===== config.mk =====
export PLATFORM = sky130hd
export DESIGN_NAME = game_flow_sequencer
export DESIGN_NICKNAME = d
export VERILOG_FILES = /design/src/rtl/snake_pkg.sv /design/src/rtl/game_flow_sequencer_step_timer.sv /design/src/rtl/game_flow_sequencer.sv
export SDC_FILE = /design/constraint.sdc
export NUM_CORES = 1
export LEC_CHECK = 0
export BUFFER_PORTS_ARGS = -buffer_cell sky130_fd_sc_hd__buf_2
export CAP_MARGIN = 20
export CORE_AREA = 2 2 125 127
export DETAILED_ROUTE_END_ITERATION = 7
export DIE_AREA = 0 0 127 129
export SYNTH_ARGS = -nofsm -noshare
export SYNTH_HDL_FRONTEND = slang
export SYNTH_SLANG_ARGS = --single-unit

===== constraint.sdc =====
create_clock -name clk -period 4.9 [get_ports clk]
set_input_delay 1.225 -clock clk [delete_from_list [all_inputs] [get_ports clk]]
set_output_delay 1.225 -clock clk [all_outputs]
set_load 0.01 [all_outputs]

===== src/rtl/snake_pkg.sv =====
// snake_pkg: shared game-state encoding, board constants and step-period helper.
package snake_pkg;
  typedef enum logic [2:0] {IDLE, CLEAR, RUN, PAUSE, OVER, WIN} game_state_t;
  localparam int BOARD_CELLS = 140;
  localparam int MAX_SPEED_LVL = 7;
  localparam int AUTO_RESTART_FRAMES = 120;
  // max(base - lvl*dec, min_p) without unsigned wrap-around
  function automatic logic [31:0] step_period(input logic [2:0] lvl, input logic [31:0] base, dec, min_p);
    logic [31:0] d;
    d = 32'(lvl) * dec;
    return (base > d && base - d > min_p) ? base - d : min_p;
  endfunction
endpackage


===== src/rtl/game_flow_sequencer_step_timer.sv =====
// step_timer: period timer with pending flag; releases one step per frame boundary.
module step_timer (
  input  logic        clk,
  input  logic        reset,
  input  logic        en,
  input  logic        clr,
  input  logic        frame_done,
  input  logic [31:0] period,
  output logic        step
);
  logic [31:0] timer;
  logic pending;
  logic hit;
  assign hit = pending | (timer >= period);
  always_ff @(posedge clk or posedge reset)
    if (reset) begin
      timer   <= '0;
      pending <= 1'b0;
      step    <= 1'b0;
    end else if (clr) begin
      timer   <= '0;
      pending <= 1'b0;
      step    <= 1'b0;
    end else if (!en) begin
      step    <= 1'b0;
    end else if (hit && frame_done) begin
      step    <= 1'b1;
      timer   <= '0;
      pending <= 1'b0;
    end else begin
      step    <= 1'b0;
      pending <= hit;
      timer   <= hit ? timer : timer + 32'd1;
    end
endmodule


===== src/rtl/game_flow_sequencer.sv =====
// game_flow_sequencer: snake game-flow FSM, frame-aligned step pulses and score-driven speed.
// SEQ_AUTO_RESTART_EN: OVER/WIN fall back to CLEAR after AUTO_RESTART_FRAMES frames.
module game_flow_sequencer
  import snake_pkg::*;
#(
  parameter int unsigned BASE_PERIOD   = 2_000_000,
  parameter int unsigned PERIOD_DEC    = 200_000,
  parameter int unsigned MIN_PERIOD    = 500_000,
  parameter int unsigned SCORE_PER_LVL = 5,
  parameter int unsigned WIN_SCORE     = 137,
  parameter int unsigned CLEAR_CYCLES  = 4
) (
  input  logic        clk,
  input  logic        reset,
  input  logic        start_req,
  input  logic        pause_req,
  input  logic        frame_done,
  input  logic        good_coll,
  input  logic        bad_coll,
  input  logic [7:0]  score,
  output logic        step,
  output logic        soft_rst,
  output game_state_t state,
  output logic        game_over,
  output logic        game_won,
  output logic [2:0]  speed_lvl
);
  localparam int CW = $clog2(CLEAR_CYCLES) + 1;
  game_state_t next_state;
  logic [CW-1:0] clr_cnt;
  logic run_en, soft_rst_d, over_d, won_d, auto_restart;
  logic [2:0] lvl_d;
  logic [31:0] period;
  logic unused_good_coll;
  assign unused_good_coll = good_coll;
  assign period = step_period(speed_lvl, BASE_PERIOD, PERIOD_DEC, MIN_PERIOD);
`ifdef SEQ_AUTO_RESTART_EN
  localparam int FW = $clog2(AUTO_RESTART_FRAMES);
  logic [FW-1:0] frm_cnt;
  assign auto_restart = frame_done && frm_cnt == FW'(AUTO_RESTART_FRAMES - 1);
  always_ff @(posedge clk or posedge reset)
    if (reset) frm_cnt <= '0;
    else frm_cnt <= (state == OVER || state == WIN) ? frm_cnt + FW'(frame_done) : '0;
`else
  assign auto_restart = 1'b0;
`endif
  always_ff @(posedge clk or posedge reset)
    if (reset) begin
      state     <= IDLE;
      clr_cnt   <= '0;
      soft_rst  <= 1'b0;
      game_over <= 1'b0;
      game_won  <= 1'b0;
      speed_lvl <= 3'd0;
    end else begin
      state     <= next_state;
      clr_cnt   <= (state == CLEAR) ? clr_cnt + CW'(1) : '0;
      soft_rst  <= soft_rst_d;
      game_over <= over_d;
      game_won  <= won_d;
      speed_lvl <= lvl_d;
    end
  always_comb begin
    next_state = state;
    case (state)
      IDLE:      next_state = start_req ? CLEAR : IDLE;
      CLEAR:     next_state = (clr_cnt == CW'(CLEAR_CYCLES - 1)) ? RUN : CLEAR;
      RUN:       next_state = bad_coll ? OVER : (32'(score) >= WIN_SCORE) ? WIN : pause_req ? PAUSE : RUN;
      PAUSE:     next_state = start_req ? CLEAR : pause_req ? RUN : PAUSE;
      OVER, WIN: next_state = (start_req || auto_restart) ? CLEAR : state;
      default:   next_state = IDLE;
    endcase
  end
  // a step on the cycle RUN is left is dropped by withholding enable
  always_comb begin
    soft_rst_d = next_state == CLEAR;
    over_d     = next_state == OVER;
    won_d      = next_state == WIN;
    run_en     = state == RUN && next_state == RUN;
    lvl_d      = step ? ((32'(score) >= MAX_SPEED_LVL * SCORE_PER_LVL) ? 3'(MAX_SPEED_LVL) : 3'(32'(score) / SCORE_PER_LVL))
               : (state == CLEAR) ? 3'd0 : speed_lvl;
  end
  step_timer u_step_timer (
    .clk       (clk),
    .reset     (reset),
    .en        (run_en),
    .clr       (state == CLEAR),
    .frame_done(frame_done),
    .period    (period),
    .step      (step)
  );
endmodule


; Word level (Yosys, flattened, before mapping)
; Cells that the tools add are included.
[op_classes]
n_addsub = 3
reduce_logical = 8
eq_ne = 11
bitwise_logic = 1
n_mul = 1
div = 1
muxes = 24
magnitude_cmp = 5
[ops]
columns = operator, n
row1 = 2-to-1 mux 32 bit, 5
row2 = "adder 32 x 1 -> 32 bit, second input constant", 1
row3 = "divider 8 x 3 -> 32 bit, second input constant", 1
row4 = greater-or-equal comparator 32 bit, 1
row5 = "> comparator 32 x 19 -> 1 bit, second input constant", 1
row6 = "subtractor 21 x 21 -> 22 bit, first input constant", 1
row7 = "> comparator 21 bit, first input constant", 1
row8 = 2-to-1 mux 3 bit, 7
row9 = "multiplier 3 x 12 -> 15 bit, second input constant", 1
row10 = one-hot mux 3 bit (5 select lines), 1
row11 = "== test 3 x 2 -> 1 bit, second input constant", 4
row12 = "== test 3 bit, second input constant", 4
row13 = 2-to-1 mux 1 bit, 9
row14 = "greater-or-equal comparator 8 x 6 -> 1 bit, second input constant", 1
row15 = "greater-or-equal comparator 8 bit, second input constant", 1
row16 = "== test 3 x 1 -> 1 bit, second input constant", 2
row17 = 2-to-1 mux 2 bit, 2
row18 = nonzero test 2 bit, 2
row19 = "adder 3 x 1 -> 3 bit, second input constant", 1
row20 = logical AND 1 bit, 3
row21 = zero test 3 bit, 1
row22 = "inequality test 3 x 2 -> 1 bit, second input constant", 1
row23 = AND reduction 2 bit, 1
row24 = OR reduction 2 bit, 1
row25 = bitwise OR 1 bit, 1
[word_totals]
in_bits = 15
ff_bits = 46
wordCells = 63
output_inout_bits = 10

; Depth between registers and ports, before layout
; Gate-level depths: netlist of the first run.
[logic_depth]
depth_word = 11
mapped_depth = 27
ltp_nobuf = 25

; By module
; A second synthesis of the first run with hierarchy kept.
[unflattened]
hier_cells = 682
area_unflattened_um2 = 5102.4
[by_module_without_submodules]
columns = module, cells_each, area_per_inst_um2, n_inst
row1 = step_timer, 363, 2831.5, 1
row2 = game_flow_sequencer, 319, 2270.9, 1

; Worst setup path before layout of the first run
; No wires, ideal clock.
[synth_timing]
kind = input port to flip-flop
startpoint = input port score[5]
endpoint = register speed_lvl[0]
setup_ps = 135
arrival_ps = 4919
path_buffers = 1
stages = 20
required_ps = 4765
path_slack_ps = -154
path_cell_list = buf_4 -> nor2_1 -> inv_1 -> ha_1 -> and4b_1 -> or4_4 -> o221ai_2 -> a221oi_2 -> o21ba_1 -> nand3_1 -> xor2_1 -> inv_1 -> ha_1 -> nand2_1 -> nor4_1 -> nor4_2 -> o2111ai_2 -> xnor2_1 -> o221ai_1 -> a31oi_1
[synth_via]
elab_chain_cells = 3
word_cells_on_any_way = 4
[synth_lines]
columns = item, line_no
row1 = "start, declared", game_flow_sequencer.sv:20  ; input logic [7:0] score,
row2 = divider 8 x 3 -> 32 bit or greater-or-equal comparator 8 x 6 -> 1 bit (tied branches), game_flow_sequencer.sv:80  ; lvl_d = step ? ((32'(score) >= MAX_SPEED_LVL * SCORE_PER_LVL) ? 3'(MAX_SPEED_LVL) : 3'(32'(score) / SCORE_PER_ ...
row3 = 2-to-1 mux 3 bit (*) (2 in a row), game_flow_sequencer.sv:80
row4 = "end signal, assigned", game_flow_sequencer.sv:61  ; speed_lvl <= lvl_d;
row5 = "end, declared", game_flow_sequencer.sv:26  ; output logic [2:0] speed_lvl
; Mark *: on every way between the ends. The rest lies on a longest branch, timed or not.
; A chain may end at the register's enable or synchronous reset.

; Worst setup path in the final report of the first run
[layout_timing]
startpoint = register speed_lvl[1]
endpoint = register u_step_timer.timer[4]
[layout_via]
elab_chain_cells = 11
word_cells_on_any_way = 14
[layout_lines]
columns = item, line_no
row1 = multiplier 3 x 12 -> 15 bit (*), snake_pkg.sv:10  ; d = 32'(lvl) * dec;
row2 = subtractor 21 x 21 -> 22 bit, snake_pkg.sv:11  ; return (base > d && base - d > min_p) ? base - d : min_p;
row3 = > comparator 32 x 19 -> 1 bit, snake_pkg.sv:11
row4 = logical AND 1 bit, snake_pkg.sv:11
row5 = 2-to-1 mux 32 bit (*), snake_pkg.sv:11
row6 = greater-or-equal comparator 32 bit (*), game_flow_sequencer_step_timer.sv:14  ; assign hit = pending | (timer >= period);
row7 = bitwise OR 1 bit (*), game_flow_sequencer_step_timer.sv:14
row8 = logical AND 1 bit, game_flow_sequencer_step_timer.sv:26  ; end else if (hit && frame_done) begin
row9 = 2-to-1 mux 32 bit, game_flow_sequencer_step_timer.sv:26
row10 = 2-to-1 mux 32 bit, game_flow_sequencer_step_timer.sv:24  ; end else if (!en) begin
row11 = 2-to-1 mux 32 bit, game_flow_sequencer_step_timer.sv:20  ; end else if (clr) begin
row12 = "end signal, assigned", game_flow_sequencer_step_timer.sv:33  ; timer <= hit ? timer : timer + 32'd1;
row13 = "end, declared", game_flow_sequencer_step_timer.sv:11  ; logic [31:0] timer;
; Mark *: on every way between the ends. The rest lies on a longest branch, timed or not. The select of a mux whose other input is x is not followed.

==> results of run 1 <==
## flip-flops by register name, indices dropped and copies added (netlist names)
register,cells
u_step_timer.timer,32
game_won,1
soft_rst,1
speed_lvl,3
u_step_timer.step,1
game_over,1
clr_cnt,3
u_step_timer.pending,1
state,3
## routing by layer
metal | routed length [µm] | GRT usage (%) | up-vias | part of all wire (%)
met5 | 0 | 0 | - | 0
met4 | 179 | 4.40 | 0 | 1.5
met3 | 382 | 1.66 | 17 | 3.1
met2 | 6100 | 27.0 | 101 | 50
met1 | 5600 | 19.1 | 2231 | 46
li1 | - | - | 2281 | -
## cells in the final DEF, fill, tap and decap left out, drive strengths merged, types with 6 or more instances in the layout
master / instances
ha: 45
or2: 7
o211ai: 13
a31oi: 12
or3: 11
and3: 6
nor3: 16
a21o: 17
a21oi: 26
nand4: 16
xnor2: 10
nor4: 10
nand2: 51
a32oi: 8
dfrtp: 46
o21ai: 42
nand3: 25
inv: 59
xor2: 8
nor2: 50
buf: 75
## synth_stat cells, types with 3 or more instances
library cell  number  share of area, %
or3_1             11               1.5
o22ai_1            4              0.53
and2_1             5              0.67
xnor2_1           10               1.9
clkbuf_1          12              0.96
inv_1             58               4.6
a21o_1            17               2.7
clkbuf_8           3              0.88
and3_1             6              0.80
a211oi_1           5              0.80
o32ai_1            4              0.75
ha_1              45                12
nor2b_1            4              0.53
nor4_1             8               1.1
nand4_1           16               2.1
nand3b_1           3              0.48
o211ai_1          13               2.1
nand2b_1           4              0.53
xor2_1             8               1.5
nor2_1            48               3.8
dfrtp_1           46                25
a32oi_1            8               1.5
or2_2              5              0.67
a211o_1            4              0.75
a31oi_1           12               1.6
o31a_1             3              0.56
nand2_1           51               4.1
a21oi_1           25               2.7
nand3_1           25               2.7
o21ai_0           39               4.2
buf_4              7               1.1
o21ai_1            3              0.32
nor3_1            15               1.6
## power by group through the flow
stage | Combinational [mW] | Sequential (mW) | Clock (mW)
2_1_floorplan | 0.450 | 0.516 | 0
3_3_place_gp | 0.595 | 0.538 | 0
3_5_place_dp | 0.617 | 0.543 | 0
4_1_cts | 0.627 | 0.536 | 0.360
5_1_grt | 0.737 | 0.551 | 0.372
6_report | 0.658 | 0.540 | 0.354
## final cells by class
class	instances	area (µm²)
clock buffers	5	125
inverters	58	220
fillers	1542	9430
repair buffers	75	534
multi-input cells	460	3250
clock inverters	3	25.0
flip-flops and latches	46	1150
well taps	188	235
## what timing repair did
| item | in CTS | in global routing |
|---|---|---|
| gates resized for setup | 11 | 14 |
| setup endpoints to repair | 30 | 34 |
| buffers inserted | 8 | 5 |
| pin swaps | 7 | 20 |
## through the flow
| step | setup WS (ps) | instance area [µm²] | power (mW) |
|---|---|---|---|
| 2_1_floorplan | -48.8 | 4700 | 0.966 |
| 6_report | 221 | 5540 | 1.55 |
| 3_3_place_gp | -248 | 5160 | 1.13 |
| 3_5_place_dp | -322 | 5160 | 1.16 |
| 4_1_cts | 2.95 | 5420 | 1.52 |
| 5_1_grt | -6.18 | 5540 | 1.66 |
## cell families (layout without fill, tap and decap cells)
| group | after synthesis | in the layout |
|---|---|---|
| compound gates | 171 | 171 |
| xor+xnor | 18 | 18 |
| fa+ha+maj | 46 | 46 |
| buf+inv | 85 | 141 |
| flops | 46 | 46 |
| mux | 3 | 3 |
| simple gates | 222 | 222 |
## critical path, delay by kind of cell (launching register included)
kind	cells	cell delay, ps
adder cells (fa/ha/maj)	4	930
buffers and inverters	4	280
AO/OA/AOI/OAI	12	1640
AND/OR/NAND/NOR	6	1350
flip-flops	1	390
## path summary, 6_finish.rpt
path / start / slack, ps / endpoint
setup / recovery: speed_lvl[1] / 220 / u_step_timer.timer[4]
hold / removal: clr_cnt[0] / 440 / clr_cnt[0]
setup reg to reg: speed_lvl[1] / 220 / u_step_timer.timer[4]
hold reg to reg: clr_cnt[0] / 440 / clr_cnt[0]
max in group asynchronous: reset / 3470 / speed_lvl[1]
min in group asynchronous: reset / 910 / u_step_timer.timer[2]
==> qor.csv, run 1 <==
metric;value;unit
status;finished, final reports clean;
ant_nets;0;
clkSinkCount;46;
dieArea;16400;µm²
fmax;0.214;GHz
power.switching;0.646;mW
boundaryPins;25;
clockRootBuffer;clkbuf_16;
p_seq_share;34.8;%
maxCapViolCount;0;
cts_buffers;5;
clock_path_buffers;2;
antenna_found_initial;0;
clock_power_share;22.8;%
clkLatencyLatePin;300;ps
tritoncts;done;
ys_seq_elements;46;
worstPathRequired;5100;ps
grt_pass1_vias;4437;
seq_area_frac_synth;24.5;%
synth_fa_ha_area_share;12.2;%
rows;45;
areaGrowthSynthToFinish;18.2;%
antenna_cells;0;
worst_setup_path_end_kind;flip-flop;
p_int;0.906;mW
arrival;4880;ps
worst_pin_slew;905;ps
finalNonFillerCells;835;
gp_congestion;0.817;
drt_first_pass_iters;5;
synthCells;591;
fin_crit_sh;95.5;%
dpl.hpwl;8.94;mm
synth_nets;651;
initial_core_util;31.3;%
dpl.cell_count;814;
finalHoldViolCount;0;
slew_violations;0;
hold_path.class;flip-flop to flip-flop;
wl;12.3;mm
synth_edf_count;0;
syn_area_per_cell;7.93;µm²
die_h;129;µm
fin_nets;706;
overflow;0;
layout-drive-gt1-share;20.6;%
leakagePower;2.56;nW
synth-main-ff-cell;dfrtp_1;
io_buffers;23;
hold_slack;445;ps
p_sw_share;41.6;%
synth-simple-area-share;25.0;%
num_vias;4630;
fin_setup_tns;0;ps
fin_crit;4680;ps
final_util;37.0;%
coreArea;15000;µm²
clkTransAtPathRegs;70;ps
critPathMaxStageDelay;390;ps
start_kind;flip-flop;
htreeDepth;2;
min_path_cells;1;
cpMaxStageDelayCell;dfrtp_2;
grtUsageTotal;15.0;%
grt_pass1_wl;20.7;mm
muxShareOfSynthArea;0.667;%
comb_power_share;42.4;%
synth_xor_area_share;3.36;%
synth_top_family_by_area;compound AO/OA/AOI/OAI gates;
wl_per_cell;14.7;µm
relSlewSlack;39.2;%
grt_start_max_net_pins;47;
chipWidth;127;µm
ys_warn_count;0;
netlist_area;4690;µm²
drt_iter0_drc;251;
rr_worst_depth;26;
fin_skew;9.05;ps
async_reset_ff_share;100;%
p_per_area;280;nW/µm²
crit_top_cell;a21o_1;
post_drt_via_cell_ratio;5.54;
cts_hold_buf;0;
criticalPathCategory;flip-flop to flip-flop;
setup-violations-final;0;
ir_drop;0.139;mV
synth_compound_area_share;25.6;%
synth_cell_types;86;
drc;0;
crit_fanout;4;
Power figures use the tool's default switching activity.
==> run 2, diff against run 1 <==
- CELL_PAD_IN_SITES_DETAIL_PLACEMENT: not set -> 1
- CELL_PAD_IN_SITES_GLOBAL_PLACEMENT: not set -> 1
- PLACE_DENSITY_LB_ADDON: not set -> 0.1
==> run 2 against run 1 <==
Compared with the run above: power is 2.0% higher; global-route usage is 3.0 points higher; design area is 3.4% higher; non-clock buffer count is 18 higher; clock power hardly changed; clock skew is 1.1 ps lower; die area stayed put; cell count is 2.2% higher; core utilization is 1.2 points higher; critical path type unchanged; largest power group unchanged.
==> qor.csv, run 2 (synthesis gave the netlist of run 1 again) <==
metric;value;unit
largest_reg_flops;32;
relSlewSlack;40.7;%
start_kind;flip-flop;
antenna_cells;0;
grtUsageTotal;18.1;%
chipWidth;127;µm
clockRootBuffer;clkbuf_16;
final_cell_mix;buf_4 (65), inv_1 (55), nand2_1 (51);
io_buffers;23;
overflow;0;
hold_slack;439;ps
grt_pass1_vias;4916;
dieArea;16400;µm²
worst_setup_path_end_kind;flip-flop;
layout-drive-gt1-share;23.9;%
fin_crit;4670;ps
status;finished, final reports clean;
maxCapViolCount;0;
rows;45;
grt_pass1_wl;24.2;mm
placed_cell_area;5350;µm²
ant_nets;0;
clkLatencyLatePin;300;ps
cts_buffers;5;
gp_congestion;0.798;
wl_per_cell;17.0;µm
ff2ff_setup_slack;230;ps
drc;0;
post_drt_via_cell_ratio;5.55;
drt_first_pass_iters;4;
boundaryPins;25;
hold_path.class;flip-flop to flip-flop;
ir_drop;0.239;mV
wl;14.5;mm
clkSinkCount;46;
cts_hold_buf;0;
htreeDepth;2;
fill_cells;1826;
setup-violations-final;0;
fmax;0.214;GHz
initial_core_util;31.3;%
finalHoldViolCount;0;
fin_skew;7.92;ps
grt_start_max_net_pins;33;
p_per_area;276;nW/µm²
worstPathRequired;5120;ps
die_h;129;µm
clock_path_buffers;2;
worst_pin_slew;888;ps
num_vias;4731;
drt_iter0_drc;123;
fin_nets;724;
clkTransAtPathRegs;70;ps
coreArea;15000;µm²
regMostFlops;u_step_timer.timer;
finalInstanceArea;5730;µm²
crit_fanout;8;
fin_crit_sh;95.2;%
leakagePower;2.65;nW
areaGrowthSynthToFinish;22.2;%
antenna_found_initial;0;
tritoncts;done;
criticalPathCategory;flip-flop to flip-flop;
slew_violations;0;
arrival;4890;ps
dpl.hpwl;10.8;mm
layout_commonest_cell;buf_4;
## run 2: cell types whose count changed in the layout (fill, tap and decap cells not counted), moves of 2 or more
cell     delta
a21oi_1     -3
a21oi_2     +3
buf_12      +2
buf_4      +16
ha_1        -2
ha_2        +2
o32ai_1     -2
o32ai_2     +2
## run 2: layout make-up
type / instances / area (µm²) / area share [%]
Multi-Input combinational cell: 460 / 3280 / 57.3
Tap cell: 188 / 235 / 4.10
Clock inverter: 3 / 21.3 / 0.371
Clock buffer: 5 / 125 / 2.18
Sequential cell: 46 / 1150 / 20.1
Inverter: 58 / 220 / 3.84
Timing Repair Buffer: 93 / 694 / 12.1
## run 2: where the power goes
group / internal (mW) / switching [mW]
clock network: 0.189 / 0.165
registers: 0.446 / 0.0936
logic: 0.276 / 0.414
## run 2: metrics by stage
stage | worst slack, ps | power (mW) | util (%) | setup TNS, ps | std cells
after floorplan | -48.8 | 0.966 | - | -48.8 | 591
after global placement | -301 | 1.18 | 35.6 | -4950 | 831
after detailed placement | -421 | 1.20 | 35.7 | -8300 | 832
after CTS | 6.55 | 1.58 | 37.1 | 0 | 845
after global routing | -45.0 | 1.71 | 38.3 | -45.0 | 853
final | 234 | 1.58 | 38.3 | 0 | 853
## run 2: timing repair
item | CTS | global route
hold endpoints to repair | 0 | 0
buffers inserted | 5 | 8
pin swaps | 2 | 28
resized for setup | 6 | 24
setup endpoints to repair | 33 | 36
## run 2: path summary, 6_finish.rpt
check	from	to	depth (start not counted)
max in group asynchronous	reset	u_step_timer.timer[19]	3
min	clr_cnt[0]	clr_cnt[0]	1
min reg2reg	clr_cnt[0]	clr_cnt[0]	1
max reg2reg	speed_lvl[1]	u_step_timer.timer[26]	25
min in group asynchronous	reset	game_over	2
max	speed_lvl[1]	u_step_timer.timer[26]	25
## run 2: worst max-delay path, stage by stage, from the launching register on
cell and delay (ps):
dfrtp_2 420, buf_4 140, ha_2 170, ha_2 190, ha_4 160, or2_4 240, nor3b_2 170, a21oi_1 50
o22ai_1 150, a21oi_2 90, and2_4 170, inv_4 60, buf_12 100, ha_1 210, nand2_1 60, o41ai_1 60
buf_4 140, a21o_1 170, a21o_1 170, a21o_1 180, a21o_1 180, a31oi_2 240, o22ai_4 130, or3_4 450
or3_1 390, o211ai_1 80
## run 2: layer usage
metal	wire length, µm	GRT usage, %
met1	6650	22.6
met2	7480	33.2
met3	210	2.16
met4	162	4.40
met5	0	0
==> run 3, diff against run 2 <==
- clock period: 4.9 -> 5.25 ns (I/O delays scaled with it)
==> run 3 against run 2 <==
Compared with the run above: global-route usage fell by 0.87 points; critical endpoint is now u_step_timer.timer[13]; maximum frequency decreased by 6.5%; cell count shrank 4.3%; count of clock-buffer cells in the layout up 1; worst hold slack about the same; clock power fell by 5%; via count decreased by 5.3%; worst setup slack gained 28 ps; sequential power decreased by 7.0%; highest routed layer unchanged; flip-flop and latch count stayed put; sequential share of layout area grew 1.4 points.
==> qor.csv, run 3 (synthesis gave the netlist of run 1 again) <==
metric;value;unit
dpl.hpwl;10.6;mm
p_sw_share;42.0;%
coreArea;15000;µm²
antenna_found_initial;0;
finalHoldViolCount;0;
largest_reg_flops;32;
overflow;0;
fin_setup_tns;0;ps
rows;45;
path_buf_inv;4;
ir_drop;0.195;mV
gp_congestion;0.774;
worstPathRequired;5470;ps
tritoncts;done;
clockRootBuffer;clkbuf_16;
cpMaxStageDelayCell;or3_4;
status;finished, final reports clean;
areaGrowthSynthToFinish;13.9;%
regMostFlops;u_step_timer.timer;
crit_top_cell;a21o_1;
layout_commonest_cell;inv_1;
drt_first_pass_iters;4;
dieArea;16400;µm²
grtUsageTotal;17.2;%
final_cell_mix;inv_1 (56), nand2_1 (51), nor2_1 (48);
critPathLaunch;speed_lvl[1];
min_from;clr_cnt[0];
chipWidth;127;µm
leakagePower;2.47;nW
p_per_area;271;nW/µm²
relSlewSlack;43.3;%
worst_pin_slew;849;ps
worst_setup_path_end_kind;flip-flop;
die_h;129;µm
setup-violations-final;0;
grt_start_max_net_pins;33;
initial_core_util;31.3;%
clock_path_buffers;2;
hold_path.class;flip-flop to flip-flop;
grt_pass1_wl;23.0;mm
reg2reg_from;speed_lvl[1];
slew_violations;0;
crit_fanout;8;
clock_power_share;23.3;%
wl_per_cell;16.9;µm
drc;0;
drt_iter0_drc;144;
fin_skew;6.91;ps
antenna_cells;0;
grt_pass1_vias;4617;
fill_cells;1825;
num_vias;4478;
cts_buffers;5;
layout-drive-gt1-share;16.6;%
post_drt_via_cell_ratio;5.49;
ant_nets;0;
clkLatencyLatePin;300;ps
boundaryPins;25;
power.switching;0.608;mW
p_seq_share;34.6;%
htreeDepth;2;
criticalPathCategory;flip-flop to flip-flop;
clkSinkCount;46;
fin_nets;687;
fin_crit_sh;95.0;%
start_kind;flip-flop;
maxCapViolCount;0;
crit_family;compound AO/OA/AOI/OAI gates;
fin_crit;4990;ps
dp_slack;-136;ps
arrival;5210;ps
clkTransAtPathRegs;70;ps
fmax;0.200;GHz
io_buffers;23;
critPathMaxStageDelay;440;ps
wl;13.8;mm
p_int;0.840;mW
setup_ws;261;ps
comb_power_share;42.0;%
## run 3: cell count changes in the layout (fill, tap and decap cells not counted), sizes merged
cell	previous run	this run
buf	93	56
clkbuf	5	6
clkinv	2	1
## run 3: what timing repair did
item / CTS / global route
hold buffers: 0 / 0
gates resized for setup: 2 / 9
pin swaps: 0 / 6
buffers inserted: 0 / 5
setup endpoints to repair: 9 / 34
## run 3: final timing paths
path                                               end  slack (ps)  cells after the start
worst max-delay path            u_step_timer.timer[13]         260                     26
worst min-delay path                        clr_cnt[0]         440                      1
worst max register to register  u_step_timer.timer[13]         260                     26
worst min register to register              clr_cnt[0]         440                      1
max in group asynchronous                 speed_lvl[2]        3660                      3
min in group asynchronous       u_step_timer.timer[31]        1060                      2
## run 3: cell type report
type | instances | area [µm²] | area share (%)
flip-flops and latches | 46 | 1150 | 21.6
repair buffers | 56 | 388 | 7.26
well taps | 188 | 235 | 4.40
clock buffers | 6 | 139 | 2.60
clock inverters | 2 | 12.5 | 0.234
inverters | 58 | 218 | 4.08
multi-input cells | 460 | 3200 | 59.9
## run 3: power by group through the flow
stage | clock network, mW | logic, mW | registers [mW]
after floorplan | 0 | 0.419 | 0.482
after CTS | 0.354 | 0.603 | 0.503
final | 0.338 | 0.609 | 0.502
after detailed placement | 0 | 0.599 | 0.510
after global routing | 0.369 | 0.684 | 0.517
after global placement | 0 | 0.579 | 0.507
## run 3: per-layer routing
layer / vias up / GRT usage, % / routed length (µm)
li1: 2234 / - / -
met1: 2205 / 20.6 / 6160
met2: 27 / 32.3 / 7180
met3: 12 / 2.66 / 204
met4: 0 / 4.07 / 204
met5: - / 0 / 0
## run 3: metrics by stage
stage          instance area (µm²)  hold WS [ps]  instances  util (%)  power, mW
6_report                      5340           438        816      35.7       1.45
5_1_grt                       5340           460        816      35.7       1.57
4_1_cts                       5260           445        811      35.1       1.46
3_5_place_dp                  5090           436        803      34.0       1.11
3_3_place_gp                  5070           421        802      33.9       1.09
2_1_floorplan                 4690           410        591         -      0.901
## run 3: worst register-to-register path, stage by stage, from the launching register on
cell and delay, ps:
dfrtp_1 380, inv_1 80, ha_1 280, inv_1 40, ha_1 200, ha_1 200, or2_4 260, nor3b_2 180
a21oi_1 50, o22ai_1 140, a21oi_1 100, and2_1 160, inv_2 70, nor2_1 50, ha_1 290, a21o_1 170
a21o_1 180, a21o_1 170, a21o_1 170, a21o_1 170, a21o_1 180, a21oi_2 190, o22ai_4 120, buf_4 180
or3_4 440, or3_4 390, o211ai_1 100
